`config.mk`:
```
export PLATFORM = sky130hd
export DESIGN_NAME = mem_arbiter
export DESIGN_NICKNAME = d
export VERILOG_FILES = /design/src/rtl/mem_arb_pkg.sv /design/src/rtl/rr_arbiter2.sv /design/src/rtl/mem_arbiter.sv
export SDC_FILE = /design/constraint.sdc
export NUM_CORES = 1
export LEC_CHECK = 0
export CAP_MARGIN = 0
export CELL_PAD_IN_SITES_DETAIL_PLACEMENT = 0
export CELL_PAD_IN_SITES_GLOBAL_PLACEMENT = 1
export CORE_ASPECT_RATIO = 1.4
export CORE_MARGIN = 2
export CORE_UTILIZATION = 31
export DETAILED_ROUTE_END_ITERATION = 10
export GPL_TIMING_DRIVEN = 0
export PLACE_DENSITY_LB_ADDON = 0.15
export SYNTH_ARGS = -nofsm -noshare
export SYNTH_HDL_FRONTEND = slang
export SYNTH_SLANG_ARGS = --single-unit
```
`constraint.sdc`:
```
create_clock -name clk -period 3.5 [get_ports clk]
set_clock_uncertainty 0.05 [all_clocks]
set_input_delay 0.875 -clock clk [delete_from_list [all_inputs] [get_ports clk]]
set_output_delay 0.875 -clock clk [all_outputs]
set_load 0.01 [all_outputs]
```
`src/rtl/mem_arb_pkg.sv`:
```
// Shared encodings for the main-memory arbiter: FSM states and access owners.
package mem_arb_pkg;

  typedef enum logic [1:0] {
    IDLE   = 2'd0,
    ACCESS = 2'd1,
    DONE   = 2'd2
  } state_t;

  typedef enum logic {
    OWN_CPU = 1'b0,
    OWN_DSP = 1'b1
  } owner_t;

endpackage

```
`src/rtl/rr_arbiter2.sv`:
```
// Two-way round-robin grant: req[0] is the CPU, req[1] the display fetch engine.
module rr_arbiter2
  import mem_arb_pkg::*;
(
  input  logic [1:0] req,
  input  logic       last_grant,
  output logic       gnt_valid,
  output logic       gnt_owner
);

  always_comb begin
    gnt_valid = |req;
    gnt_owner = OWN_CPU;
    // On a tie the requester that did not win last time gets the memory
    if (req == 2'b11) begin
      gnt_owner = ~last_grant;
    end else if (req[1]) begin
      gnt_owner = OWN_DSP;
    end
  end

endmodule

```
`src/rtl/mem_arbiter.sv`:
```
// Shares one main memory between the CPU datapath and the LCD display fetch,
// running a MEM_LAT-cycle access and producing the controller's wait_ hold.
module mem_arbiter
  import mem_arb_pkg::*;
#(
  parameter int ADDR_W  = 16,
  parameter int DATA_W  = 16,
  parameter int MEM_LAT = 2
) (
  input  logic              clk,
  input  logic              rst,
  input  logic              cpu_req,
  input  logic              cpu_we,
  input  logic [ADDR_W-1:0] cpu_addr,
  input  logic [DATA_W-1:0] cpu_wdata,
  output logic [DATA_W-1:0] cpu_rdata,
  output logic              wait_,
  input  logic              dsp_req,
  input  logic [ADDR_W-1:0] dsp_addr,
  output logic [DATA_W-1:0] dsp_rdata,
  output logic              dsp_ack,
  output logic              mem_en,
  output logic              mem_we,
  output logic [ADDR_W-1:0] mem_addr,
  output logic [DATA_W-1:0] mem_wdata,
  input  logic [DATA_W-1:0] mem_rdata
);

  localparam int CNT_W = (MEM_LAT > 1) ? $clog2(MEM_LAT) : 1;

  state_t            state, state_nxt;
  owner_t            owner, last_grant;
  logic [CNT_W-1:0]  cnt;
  logic [ADDR_W-1:0] addr_q;
  logic              we_q;
  logic [DATA_W-1:0] wdata_q;
  logic              gnt_valid;
  logic              gnt_owner;

  rr_arbiter2 u_rr (
    .req        ({dsp_req, cpu_req}),
    .last_grant (last_grant),
    .gnt_valid  (gnt_valid),
    .gnt_owner  (gnt_owner)
  );

  always_comb begin
    state_nxt = state;
    case (state)
      IDLE:    if (gnt_valid) state_nxt = ACCESS;
      ACCESS:  if (cnt == '0) state_nxt = DONE;
      DONE:    state_nxt = IDLE;
      default: state_nxt = IDLE;
    endcase
  end

  always_ff @(posedge clk) begin
    if (rst) begin
      state      <= IDLE;
      owner      <= OWN_CPU;
      last_grant <= OWN_DSP;
      cnt        <= '0;
      addr_q     <= '0;
      we_q       <= 1'b0;
      wdata_q    <= '0;
      cpu_rdata  <= '0;
      dsp_rdata  <= '0;
    end else begin
      state <= state_nxt;
      case (state)
        IDLE: begin
          if (gnt_valid) begin
            owner <= owner_t'(gnt_owner);
            // Display path is read-only, so its accesses never write
            addr_q  <= gnt_owner ? dsp_addr : cpu_addr;
            we_q    <= ~gnt_owner & cpu_we;
            wdata_q <= gnt_owner ? '0 : cpu_wdata;
            cnt     <= CNT_W'(MEM_LAT - 1);
          end
        end
        ACCESS: begin
          if (cnt == '0) begin
            last_grant <= owner;
            if (owner == OWN_DSP) begin
              dsp_rdata <= mem_rdata;
            end else if (!we_q) begin
              cpu_rdata <= mem_rdata;
            end
          end else begin
            cnt <= cnt - 1'b1;
          end
        end
        default: ;
      endcase
    end
  end

  assign mem_en    = (state == ACCESS);
  assign mem_we    = mem_en & we_q;
  assign mem_addr  = addr_q;
  assign mem_wdata = wdata_q;
  assign dsp_ack   = (state == DONE) && (owner == OWN_DSP);
  // Controller holds its microstate until the CPU's own DONE cycle
  assign wait_     = cpu_req && !((state == DONE) && (owner == OWN_CPU));

endmodule

```
Word-level counts from Yosys, hierarchy flattened:

Index checks and enable logic that the tools add are counted.

* register bits: 70
* logic and storage cells: 45
* output and inout bits: 68
* bits of input ports: 69

* $add $sub $neg: 1
* eq/ne operators: 5
* bitwise operators: 7
* reductions and logical operators: 13
* mux-type cells: 10

Operator list (number)
* 16-bit 2-to-1 mux: 2
* 2-bit AND reduction: 4
* 1-bit NOT: 5
* 2-bit equality test, second input constant: 2
* 1-bit 2-to-1 mux: 4
* 2-bit 2-to-1 mux: 2
* 2-bit inequality test, second input constant: 2
* 2-bit case mux with 2 select lines: 1
* 4-bit AND reduction: 1
* 1-bit logical AND: 3
* 3-bit AND reduction: 1
* 1-bit bitwise AND: 2
* 2-bit by 1-bit equality test with 1-bit output, second input constant: 1
* 2-bit zero test: 1
* 1-bit case mux with 2 select lines: 1
* 2-bit nonzero test: 1
* 2-bit OR reduction: 1
* 1-bit zero test: 1
* 1-bit subtractor, second input constant: 1

Longest topological paths before layout:

* word-level depth: 4
* gate-level depth with buffers: 5
* depth with buffers taken out: 4

Cells and area by module:

A second synthesis with hierarchy kept.

* cell total of the unflattened synthesis: 315
* area, all modules: 2859.0 um2

Modules (own cells, without submodules)
* mem_arbiter: sequential area each 1401.3 um2, area each 2845.2 um2, cells an instance 313, instances 1
* rr_arbiter2: sequential area each 0.0 um2, area each 13.8 um2, cells an instance 2, instances 1

Worst setup path after synthesis:

OpenSTA, ideal clock, no wires.

* kind: input-to-output
* start: input port cpu_req
* end: output port wait_
* data required time: 2.575 ns
* stages: 1
* buffers on the path: 0
* slack: 1.544 ns
* arrival: 1.031 ns
* cells stage by stage: o31a_1

* word-level cells in the longest chain between the ends: 1

RTL lines
* from (decl): line mem_arbiter.sv:12 `input logic cpu_req,`
* 1-bit logical AND: line mem_arbiter.sv:104 `assign wait_ = cpu_req && !((state == DONE) && (owner == OWN_CPU));`
* to (decl): line mem_arbiter.sv:17 `output logic wait_,`

Every way passes these cells.

Worst setup path after layout:

Same ends and word-level chain as after synthesis.

==> impl_metrics.csv <==
group,metric,value,unit
run_status,outcome,"finished, final reports clean",
synth,synth-compound-area-share,0.186,
placement,finalWeightedCongestion,0.739,
synth,synthesis.yosys.warnings,0,
setup_path,critical_path.most_common_cell,"clkdlybuf4s50_1",
synth,synth-async-reset-ratio,0,
setup_path,critPathBufInv,2,
synth,muxShareOfSynthArea,0.0577,
route,detailroute.via_count,2610,
synth,synthAdderAreaFrac,0,
synth,synthesis.nets,370,
floorplanning,dieArea,0.00974,mm^2
sta,grt_setup_unrepaired,"no",
setup_path,worst_ep_arrival_time,2180,ps
synth,yosysSeqAreaShare,0.505,
clock_tree,cts.hold.buffers_added,0,
sta,final_critical_period,3100,ps
setup_path,critical_path_depth_in_cells,3,
setup_path,cpPeakStageDelay,570,ps
setup_path,setup.worst_path.end,"wait_",
clock_tree,cts_buffer_depth,2,
sta,drv_slew,0,
global_routing,grt.overflow.total,0,
setup_path,end_kind,"primary output",
clock_tree,insertion_delay,330,ps
synth,post_synth_simple_gate_area,0.205,
setup_path,worstReg2RegEnd,"mem_addr[2]",
synth,synth-xor-area-share,0,
clock_tree,clock_buffer_count_from_cts,9,
finish,synthToLayoutAreaGrowth,65.5,%
sta,fin_setup_tns,0,ps
setup_path,timing_worst_setup_path_type,"primary input to primary output",
setup_path,crit_path_cell_trace,"clkdlybuf4s50_1 -> o31a_1 -> clkdlybuf4s50_1",
synth,synth_top_area_share,0.505,
finish,n_antenna_cell,0,
placement,detailed_place_hpwl,5.91,mm
worst_hold_path,worst_hold_path_type,"register to register",
synth,synth_top_flop_cell,"dfxtp_1",
setup_path,worstSetupStartpoint,"cpu_req",
synth,netlist_instances,301,
global_routing,grt_antenna_before_repair,0,
sta,finalSetupViolCount,0,
floorplanning,io_pins,137,
clock_tree,clock-sinks,70,
floorplanning,die_span_in_y,116,um
power_and_ir_drop,power-per-cell-area,506,mW/mm^2
sta,worst-slew-pin-transition,477,ps
setup_path,startpoint_type,"primary input",
power_and_ir_drop,peakVddDrop,0.304,mV
route,drt_pre_antenna_iters,4,
route,avgRoutedWirePerCell,14.2,um
finish,drive_gt1_frac,0.0863,
global_routing,global_route_wire_length_before_repair,12.5,mm
sta,ratio_of_final_minimum_period_to_clock_period,0.886,
setup_path,worst-path-max-fanout,5,
synth,synthDominantAreaCellType,"dfxtp_1",
route,post_drt_via_cell_ratio,4.69,
route,routed_wl,7.91,mm
placement,dpl.cell_count,541,
power_and_ir_drop,leakage_power_total,1.73,nW
finish,fin_cells,557,
finish,nNetsFinal,516,
sta,slew-limit-headroom,0.682,
setup_path,rr_startpoint,"state[0]",
floorplanning,chipWidth,84,um
route,antenna_violating_nets_post_route,0,
job,max_cap_viol_count,0,
synth,yosys-top-cells-area,"dfxtp_1 (50%), nand2_1 (9.1%), nand2b_1 (7.4%)",
setup_path,slowest_cell_on_crit_path,"clkdlybuf4s50_1",
floorplanning,start_util,0.321,
clock_tree,post_cts_resize_count,0,
global_routing,grt_use_total,0.163,
synth,synth_seq_cells,70,
sta,timing.fmax,322,MHz
clock_tree,htree_num_levels,3,
route,count_of_routing_violations_after_the_opening_detailed_route_iteration,76,
synth,syn_avg_cell_area,9.23,um^2
synth,post_synth_instance_area,0.00278,mm^2
placement,portBuffers,135,
clock_tree,tritoncts_clock_tree,"done",
synth,synth_edf_count,0,
sta,finalHoldViolCount,0,
setup_path,ff2ff_path_depth,5,
setup_path,timing.critical_path.max_delay_family,"buffers and inverters",
clock_tree,clk_pin_slew_worst_paths,50,ps
synth,main_combinational_cell_family_by_area_after_synthesis,"simple AND/OR/NAND/NOR gates",
floorplanning,std_cell_rows,40,
route,drcViolationCount,0,
setup_path,crit_required,2570,ps
setup_path,slack_of_the_worst_reg_to_reg_path,1960,ps
global_routing,grt_start_max_net_pins,13,
synth,yosys-top-cells-count,"dfxtp_1 (70), nand2_1 (67), a21oi_1 (35)",
clock_tree,postCtsSetupBuffers,0,
synth,yosysUniqueCellTypes,32,
synth,synth.most_common_cell,"dfxtp_1",
clock_tree,cts-root-buf,"clkbuf_16",
floorplanning,coreArea,0.00866,mm^2
global_routing,vias_in_the_first_global_route,2598,
-- placed cells by master, fill, tap and decap left out, drive strengths merged --
cell           synthesis  layout
clkdlybuf4s50          0     135
dfxtp                 70      70
nand2                 67      67
a21oi                 36      36
nand2b                34      34
buf                   18      18
a22o                  17      17
a311oi                16      16
mux2i                 16      16
clkbuf                 7      16
clkinv                 0       3
bufinv                 0       3
inv                    2       2
and2                   2       2
a21bo                  2       2
o31a                   1       1
nor3b                  1       1
nor2                   1       1
or2                    1       1
a21boi                 1       1
and4b                  1       1
nor4                   1       1
and4bb                 1       1
nand4bb                1       1
nor3                   1       1
nand3                  1       1
o21ai                  1       1
nand3b                 1       1
or4                    1       1
clkinvlp               0       1
-- per-stage QoR --
step | setup slack (ps) | util | hold slack, ps | area [um^2] | total power [W]
3_3_place_gp | 411 | 0.492 | 393 | 4260 | 0.00132
4_1_cts | 391 | 0.531 | 406 | 4600 | 0.00236
5_1_grt | 362 | 0.531 | 422 | 4600 | 0.00243
6_report | 399 | 0.531 | 402 | 4600 | 0.00233
3_5_place_dp | 389 | 0.492 | 399 | 4260 | 0.00132
2_1_floorplan | 1540 | - | 431 | 2780 | 0.00109
-- worst min-delay path: stages, from the launching register on --
cell,delay [ps]
dfxtp_1,300
nand2_1,50
a21oi_1,50
-- metal layers --
layer | share of wire | track usage | vias to the layer above
met5 | 0 | 0 | -
met1 | 0.39 | 0.176 | 1195
met4 | 0.010 | 0.0634 | 0
met2 | 0.53 | 0.299 | 76
met3 | 0.061 | 0.0484 | 7
li1 | - | - | 1332
-- area by class of cell --
| class | instances | area [um^2] |
|---|---|---|
| plain buffers | 25 | 123 |
| clock buffers | 9 | 225 |
| clock inverters | 7 | 113 |
| fillers | 857 | 4060 |
| inverters | 2 | 7.51 |
| multi-input cells | 204 | 1250 |
| flip-flops and latches | 70 | 1400 |
| well taps | 105 | 131 |
| repair buffers | 135 | 1350 |
-- state kept, by name, indices dropped and copies added, names as in the netlist --
register and flops:
cpu_rdata 16, dsp_rdata 16, mem_addr 16, mem_wdata 16, state 2, cnt 1, last_grant 1, owner 1
we_q 1
-- kinds of logic after synthesis --
logic type      count (synthesis)
simple gates                  114
compound gates                 74
flops                          70
buf+inv                        27
mux                            16
-- worst min path at each step --
| stage | start | end | slack (ps) | cells past startpoint |
|---|---|---|---|---|
| 4_1_cts | dsp_rdata[3] | dsp_rdata[3] | 410 | 2 |
| 5_1_grt | dsp_rdata[3] | dsp_rdata[3] | 420 | 2 |
| 3_5_place_dp | dsp_rdata[3] | dsp_rdata[3] | 400 | 2 |
| 2_1_floorplan | dsp_rdata[0] | dsp_rdata[0] | 430 | 2 |
| 3_3_place_gp | dsp_rdata[7] | dsp_rdata[7] | 390 | 2 |
| 6_report | dsp_rdata[3] | dsp_rdata[3] | 400 | 2 |
-- report_power, final --
part	internal (W)	leakage [nW]	total [W]	switching, W
sequential	0.000857	0.573	0.000894	0.0000371
clock	0.000692	0.165	0.00103	0.000336
combinational	0.000237	0.989	0.000407	0.000170
Note: power is estimated with default switching activity, not from simulation.
